[src/rtl/leaf_shell_pkg.sv]
// Shared leaf-shell constants, output-register state type and a constant log2 helper.
package leaf_shell_pkg;

  localparam int PAYLOAD_BITS = 32;
  localparam int PACKET_BITS  = 49;

  typedef enum logic {
    OREG_EMPTY = 1'b0,
    OREG_VALID = 1'b1
  } oreg_state_e;

  function automatic int clog2(input int value);
    int r;
    r = 0;
    while ((1 << r) < value) r++;
    return r;
  endfunction

endpackage

[src/rtl/leaf_sdp_ram.sv]
// Simple dual-port RAM, one write port and one registered read port.
// A read of the address being written in the same cycle returns the new word.
module leaf_sdp_ram #(
  parameter int DATA_BITS = 32,
  parameter int ADDR_BITS = 7
) (
  input  logic                 clk,
  input  logic                 rst_n,
  input  logic                 wr_en,
  input  logic [ADDR_BITS-1:0] wr_addr,
  input  logic [DATA_BITS-1:0] wr_data,
  input  logic                 rd_en,
  input  logic [ADDR_BITS-1:0] rd_addr,
  output logic [DATA_BITS-1:0] rd_data
);

  logic [DATA_BITS-1:0] mem [0:(1 << ADDR_BITS)-1];

  always_ff @(posedge clk) begin
    if (wr_en) mem[wr_addr] <= wr_data;
  end

  // Write-first forwarding lets a word pushed into a drained RAM land in the
  // read register on the same edge.
  always_ff @(posedge clk or negedge rst_n) begin
    if (!rst_n)
      rd_data <= '0;
    else if (rd_en)
      rd_data <= (wr_en && (wr_addr == rd_addr)) ? wr_data : mem[rd_addr];
  end

endmodule

[src/rtl/leaf_user_stream_fifo.sv]
// Per-port elastic buffer from leaf_interface to the user kernel, with
// registered output word and block-granular freespace credit return.
module leaf_user_stream_fifo #(
  parameter int PAYLOAD_BITS = leaf_shell_pkg::PAYLOAD_BITS,
  parameter int ADDR_BITS    = 7,
  parameter int UPDATE_SIZE  = 64
) (
  input  logic                    clk,
  input  logic                    reset_n,
  input  logic [PAYLOAD_BITS-1:0] din,
  input  logic                    vld_in,
  output logic                    ack_out,
  output logic [PAYLOAD_BITS-1:0] dout,
  output logic                    vld_out,
  input  logic                    ack_in,
  output logic [ADDR_BITS:0]      count,
  output logic                    credit_upd,
  output logic                    overflow_err
);

  import leaf_shell_pkg::*;

  localparam int                   DEPTH    = 1 << ADDR_BITS;
  localparam logic [ADDR_BITS:0]   FULL_CNT = (ADDR_BITS+1)'(DEPTH);
  localparam int                   UPD_BITS = clog2(UPDATE_SIZE);
  localparam logic [ADDR_BITS-1:0] UPD_MASK = ADDR_BITS'((1 << UPD_BITS) - 1);

  logic [ADDR_BITS-1:0] wr_ptr, rd_ptr, pop_cnt;
  logic [ADDR_BITS:0]   count_q, count_d;
  logic                 rdy_q, ovf_q, credit_q;
  logic                 push, pop, ram_avail, load;
  oreg_state_e          state_q, state_d;

  assign vld_out      = (state_q == OREG_VALID);
  assign ack_out      = rdy_q;
  assign count        = count_q;
  assign credit_upd   = credit_q;
  assign overflow_err = ovf_q;

  assign push = vld_in & rdy_q;
  assign pop  = vld_out & ack_in;

  // count includes the word parked in dout; the RAM holds the rest.
  assign ram_avail = (count_q != {{ADDR_BITS{1'b0}}, vld_out});
  assign load      = (~vld_out | pop) & (ram_avail | push);
  assign count_d   = count_q + (ADDR_BITS+1)'(push) - (ADDR_BITS+1)'(pop);

  always_comb begin
    state_d = state_q;
    case (state_q)
      OREG_EMPTY: if (load) state_d = OREG_VALID;
      OREG_VALID: if (pop && !load) state_d = OREG_EMPTY;
      default:    state_d = OREG_EMPTY;
    endcase
  end

  always_ff @(posedge clk or negedge reset_n) begin
    if (!reset_n) begin
      state_q  <= OREG_EMPTY;
      wr_ptr   <= '0;
      rd_ptr   <= '0;
      pop_cnt  <= '0;
      count_q  <= '0;
      rdy_q    <= 1'b0;
      ovf_q    <= 1'b0;
      credit_q <= 1'b0;
    end else begin
      state_q  <= state_d;
      wr_ptr   <= wr_ptr + ADDR_BITS'(push);
      rd_ptr   <= rd_ptr + ADDR_BITS'(load);
      count_q  <= count_d;
      // Ready is computed from next occupancy so it never looks at vld_in combinationally.
      rdy_q    <= (count_d != FULL_CNT);
      ovf_q    <= ovf_q | (vld_in & (count_q == FULL_CNT));
      pop_cnt  <= pop_cnt + ADDR_BITS'(pop);
      credit_q <= pop && ((pop_cnt & UPD_MASK) == UPD_MASK);
    end
  end

  leaf_sdp_ram #(
    .DATA_BITS (PAYLOAD_BITS),
    .ADDR_BITS (ADDR_BITS)
  ) u_ram (
    .clk     (clk),
    .rst_n   (reset_n),
    .wr_en   (push),
    .wr_addr (wr_ptr),
    .wr_data (din),
    .rd_en   (load),
    .rd_addr (rd_ptr),
    .rd_data (dout)
  );

endmodule

[config.mk]
export PLATFORM = sky130hd
export DESIGN_NAME = leaf_user_stream_fifo
export DESIGN_NICKNAME = d
export VERILOG_FILES = /design/src/rtl/leaf_shell_pkg.sv /design/src/rtl/leaf_sdp_ram.sv /design/src/rtl/leaf_user_stream_fifo.sv
export SDC_FILE = /design/constraint.sdc
export NUM_CORES = 2
export LEC_CHECK = 0
export BUFFER_PORTS_ARGS = -buffer_cell sky130_fd_sc_hd__buf_2
export CAP_MARGIN = 20
export CORE_ASPECT_RATIO = 1.1
export CORE_MARGIN = 2
export CORE_UTILIZATION = 45
export CTS_CLUSTER_DIAMETER = 40
export CTS_CLUSTER_SIZE = 8
export DETAILED_ROUTE_END_ITERATION = 10
export PLACE_DENSITY = 0.57
export SYNTH_ARGS = -nofsm -noshare
export SYNTH_HDL_FRONTEND = slang
export SYNTH_SLANG_ARGS = --single-unit
[constraint.sdc]
create_clock -name clk -period 3.88 [get_ports clk]
set_input_delay 0.97 -clock clk [delete_from_list [all_inputs] [get_ports clk]]
set_output_delay 0.97 -clock clk [all_outputs]
set_load 0.01 [all_outputs]
Word level (Yosys, flattened, before mapping)
Memories as Yosys holds them, arrays and structs flattened. A register that Yosys moved wholly into a read port is not among the register bits.
Index checks and enable logic that the tools add are counted.
{"block": "word_totals", "reg_bits": 33, "mem_bits_rw": 4096, "in_bits": 36, "output_inout_bits": 44, "elab_cells": 35, "mem_count": 1}
{"name": "u_ram.mem", "depth": 128, "word_bits": 32, "read_ports": 1, "rd_clocked_by_memory_dff": 1, "wr": 1, "line_no": "leaf_sdp_ram.sv:17", "source": "logic [DATA_BITS-1:0] mem [0:(1 << ADDR_BITS)-1];"}
{"block": "classes", "addsub": 5, "eq_ne": 4, "n_mux": 5, "bitwise": 8, "n_reduce_logical": 4}
{"op": "7-bit by 1-bit adder with 7-bit output", "n": 3}
{"op": "8-bit by 1-bit adder with 8-bit output", "n": 1}
{"op": "8-bit == test (second input constant)", "n": 1}
{"op": "8-bit by 1-bit inequality test with 1-bit output", "n": 1}
{"op": "8-bit inequality test (second input constant)", "n": 1}
{"op": "8-bit by 1-bit subtractor with 8-bit output", "n": 1}
{"op": "6-bit == test (second input constant)", "n": 1}
{"op": "1-bit bitwise AND", "n": 4}
{"op": "1-bit 2-to-1 mux", "n": 4}
{"op": "1-bit OR", "n": 3}
{"op": "1-bit logical AND", "n": 2}
{"op": "1-bit logical NOT", "n": 2}
{"op": "1-bit case mux with 2 select lines", "n": 1}
{"op": "1-bit NOT", "n": 1}

Depth between registers and ports, before layout
{"block": "logic_depth", "ltp_word": 7, "depth_mapped": 14, "mapped_depth_nobuf": 13}

Hierarchy
A second synthesis with hierarchy kept.
{"block": "hier_totals", "hier_cells": 7566, "hier_area_um2": 159893.4}
{"module": "leaf_sdp_ram", "instances": 1, "cells_each": 7438, "area_per_inst_um2": 158368.1, "seq_area_each_um2": 123798.7}
{"module": "leaf_user_stream_fifo", "instances": 1, "cells_each": 128, "area_per_inst_um2": 1525.2, "seq_area_each_um2": 800.8}

Worst setup path before layout
Ideal clock, no wire load.
{"block": "synth_path", "kind": "input port to flip-flop", "from": "input port vld_in", "to": "memory u_ram.mem[109][0], enable pin", "setup_time_ns": 0.421, "t_arrival_ns": 3.129, "required_time_ns": 3.459, "path_slack_ns": 0.330, "cell_stages": 5, "n_path_buf": 2, "cell_sequence": "nand2_1 clkbuf_1 or2_2 clkbuf_1 nor2_1"}
{"block": "synth_between", "elab_chain_len": 3}
{"item": "from (decl)", "line_no": "leaf_user_stream_fifo.sv:11", "source": "input logic vld_in,"}
{"item": "1-bit bitwise AND", "line_no": "leaf_user_stream_fifo.sv:40", "source": "assign push = vld_in & rdy_q;"}
{"item": "1-bit 2-to-1 mux", "line_no": "leaf_sdp_ram.sv:20", "source": "if (wr_en) mem[wr_addr] <= wr_data;"}
{"item": "1-bit 2-to-1 mux (implied by the code)", "line_no": "leaf_sdp_ram.sv:20"}
{"item": "to (decl)", "line_no": "leaf_sdp_ram.sv:17"}
No other way between the ends.

==> reports/qor.txt <==
Avg Inst Size Synth: 21.55 µm²
Int Pwr: 97.53 mW
CP startpoint: rd_ptr[0]$_DFF_PN0_
Total clock sinks: 4160
VDD IR max: 0.5486 mV
Yosys Warn Count: 0
Clk buf depth: 4
Post-CTS setup buffers: 0
Failing checks: setup timing
Drt first pass iters: 10
Layout net count: 8436
Initial antenna violation count: 38
Reg clk slew, reported paths: 0.05 ns
R2R depth: 8
Residual DRC: 0
Global-route wire length before repair: 699900 µm
Sequential share of power: 0.358
Critical-path maximum fanout: 27
Post-synth top area share: 0.7653
CTS buffer count: 627
CTS Hold Buffers Added: 0
Root buf cell: clkbuf_16
Final instance area: 190800 µm²
I/O pin count: 80
CTS tree: built
Post-route minimum period: 3.942 ns
#FFs+latches synth: 4160
Ys flop type: edfxtp_1
R2R Path End: u_ram.rd_data[19]$_DFFE_PN0P_
GPL Wtd Cong: 0.9401
H-tree lvl count: 6
Worst Hold Slack: 0.01405 ns
Yosys cell types: 81
Net Count, Synth: 7509
Place WS: 0.02751 ns
Area Growth Syn to Fin: 18.72%
Congestion Overflow GR: 0
CP Capture Type: flip-flop
Synth area leaders: edfxtp_1, mux4_2, mux2i_1
RSZ-0062 raised after global routing: false
Setup CP Type: flip-flop to flip-flop
Syn Inst Count: 7456
Routed len/inst: 38.47 µm
Status: complete, but fails checks
Top-count cell post-synth: edfxtp_1
Seq. cell area: 124600 µm²
Post-synth EDFFs: 4096
Post-DP HPWL: 307800 µm
Share of layout cells above drive strength 1: 0.2886
Fillers: 27.38k
Max Clock Skew: 0.05379 ns
Setup Viol. Count Final: 1
Reg-to-reg setup timing slack: -0.06 ns
Critical Path AT: 4.88 ns
P_leak: 61.95 nW
Critical Path Start Type: flip-flop
Largest net degree at the start of global routing: 87
Vias per Instance: 6.366
Slack of the critical path: -0.06174 ns
Slew headroom: 0.1439
DRT iter0 DRCs: 12.61k
Vias: 85.10k
Fin crit share: 1.016
Switching share of power: 0.3296
PD cells: 762.6 nW/µm²
Routed Antenna Nets: 0
Synth cell count leaders: edfxtp_1, mux4_2, mux2i_1, nor2_1, a21oi_1
Hold Vio Cnt, Final: 0
Worst-Margin Slew: 1.280 ns
Area of the mapped netlist: 160700 µm²
Die width: 573.8 µm
Number of global-route vias before repair: 84.80k
Synth async-reset ratio: 0.01538
Drt total wl: 514300 µm
Starting Density: 0.4511
Die area: 361900 µm²
Hold Crit Class: input pin to asynchronous set/reset pin
Critical Path RT: 4.82 ns
Slew Limit Fails: 0
Leading area contributor after synthesis: edfxtp_1
Core ar.: 356300 µm²
Multi-input gate area: 34260 µm²
RR Startpoint: rd_ptr[0]$_DFF_PN0_
Fin Setup TNS: -0.06174 ns
Dpl cell area: 172800 µm²
NetSw: 47.96 mW
Die Span Y: 630.8 µm
Clk Latency, worst-skew pair: 1.07 ns
CP endpoint: u_ram.rd_data[19]$_DFFE_PN0P_
GR Util All Layers: 0.2807
Post-synthesis sequential area ratio: 0.7753
Max-cap violations: 0
# rows: 230
Fmax: 253.7 MHz
Buffers on Ports: 79
Clock power share: 0.339
Comb power frac: 0.303
[cell type report]
| class | count | area share |
|---|---|---|
| Timing Repair Buffer | 736 | 0.04189 |
| Clock buffer | 714 | 0.08489 |
| Inverter | 15 | 0.0003476 |
| Tap cell | 4756 | 0.03119 |
| Clock inverter | 125 | 0.008657 |
| Antenna cell | 19 | 0.0002492 |
| Multi-Input combinational cell | 2843 | 0.1796 |
| Sequential cell | 4160 | 0.6532 |
[layout by cell type (no fill, tap or decap), drive strengths merged, types with 11 or more instances in the layout]
| cell type | n |
|---|---|
| nand3 | 65 |
| or2 | 13 |
| xnor2 | 13 |
| o21ai | 120 |
| a221o | 24 |
| a211o | 13 |
| mux2 | 34 |
| inv | 36 |
| a22o | 20 |
| a22oi | 170 |
| o31ai | 25 |
| diode | 19 |
| mux4 | 814 |
| nand2 | 121 |
| nor4 | 17 |
| a221oi | 70 |
| clkbuf | 714 |
| clkinv | 86 |
| mux2i | 513 |
| xor2 | 15 |
| nor2 | 202 |
| a31oi | 28 |
| and3 | 26 |
| or3 | 11 |
| dfrtp | 64 |
| nor3 | 38 |
| a21oi | 182 |
| buf | 736 |
| o221ai | 74 |
| ha | 16 |
| bufinv | 12 |
| a2111oi | 15 |
| a211oi | 21 |
| o211ai | 20 |
| nor2b | 18 |
| edfxtp | 4096 |
| o22ai | 48 |
[power by group through the flow]
stage | Sequential (mW) | Clock, mW | Combinational, mW
2_1_floorplan | 51.9 | 0 | 24.0
3_3_place_gp | 52.7 | 0 | 43.5
3_5_place_dp | 52.7 | 0 | 43.7
4_1_cts | 51.9 | 49.8 | 43.8
5_1_grt | 52.0 | 51.7 | 45.2
6_report | 52.0 | 49.3 | 44.1
[logic make-up after synthesis]
family | share of synthesized area
AOI/OAI and AO/OA | 0.03714
xor gates and xnor gates | 0.001526
adders and majority gates | 0.001370
buffers and inverters | 0.01852
DFF | 0.7753
muxes | 0.1490
and+or+nand+nor | 0.01710
[worst max-delay path: stages, from the launching register on]
cell and delay, ns:
dfrtp_4 0.69, buf_12 0.24, buf_12 0.26, mux4_2 0.55, mux4_2 0.69, nand2_1 0.26, o211ai_1 0.47, a221oi_2 0.41
o21ai_1 0.13
[metrics by stage]
stage	utilization	power, mW	instances
after floorplan	-	75.86	7456
after global placement	0.4851	96.17	12507
after detailed placement	0.4851	96.42	12509
after CTS	0.5353	145.6	13348
after global routing	0.5354	148.9	13357
final	0.5355	145.5	13368
[sequential cells by signal, indices dropped and copies added, names as in the netlist]
| signal | cells |
|---|---|
| ack_out | 1 |
| count | 8 |
| credit_upd | 1 |
| overflow_err | 1 |
| pop_cnt | 6 |
| rd_ptr | 7 |
| u_ram.mem | 4096 |
| u_ram.rd_data | 32 |
| vld_out | 1 |
| wr_ptr | 7 |
[metal layers]
layer,part of all wire,vias up,GRT usage
met5,0.00026,-,0
met2,0.47,4981,0.4385
li1,-,33284,-
met1,0.38,45853,0.3779
met3,0.10,969,0.06765
met4,0.048,12,0.1212
[how the worst min path moves through the flow]
stage,start,end,slack (ns),depth (start not counted)
finish,reset_n,count[3]$_DFF_PN0_,0.01,1
global route,reset_n,count[3]$_DFF_PN0_,0.08,1
CTS,reset_n,count[3]$_DFF_PN0_,0.02,1
detailed placement,pop_cnt[5]$_DFF_PN0_,pop_cnt[5]$_DFF_PN0_,0.46,1
global placement,overflow_err$_DFF_PN0_,overflow_err$_DFF_PN0_,0.45,1
floorplan,pop_cnt[5]$_DFF_PN0_,pop_cnt[5]$_DFF_PN0_,0.43,1
[repair_timing]
action	4_1_cts	5_1_grt
resized for setup	1	3
endpoints found under the hold margin	0	0
setup endpoints to repair	1	3
pin swaps	0	1
No activity file was read; power rests on OpenSTA's default activity.
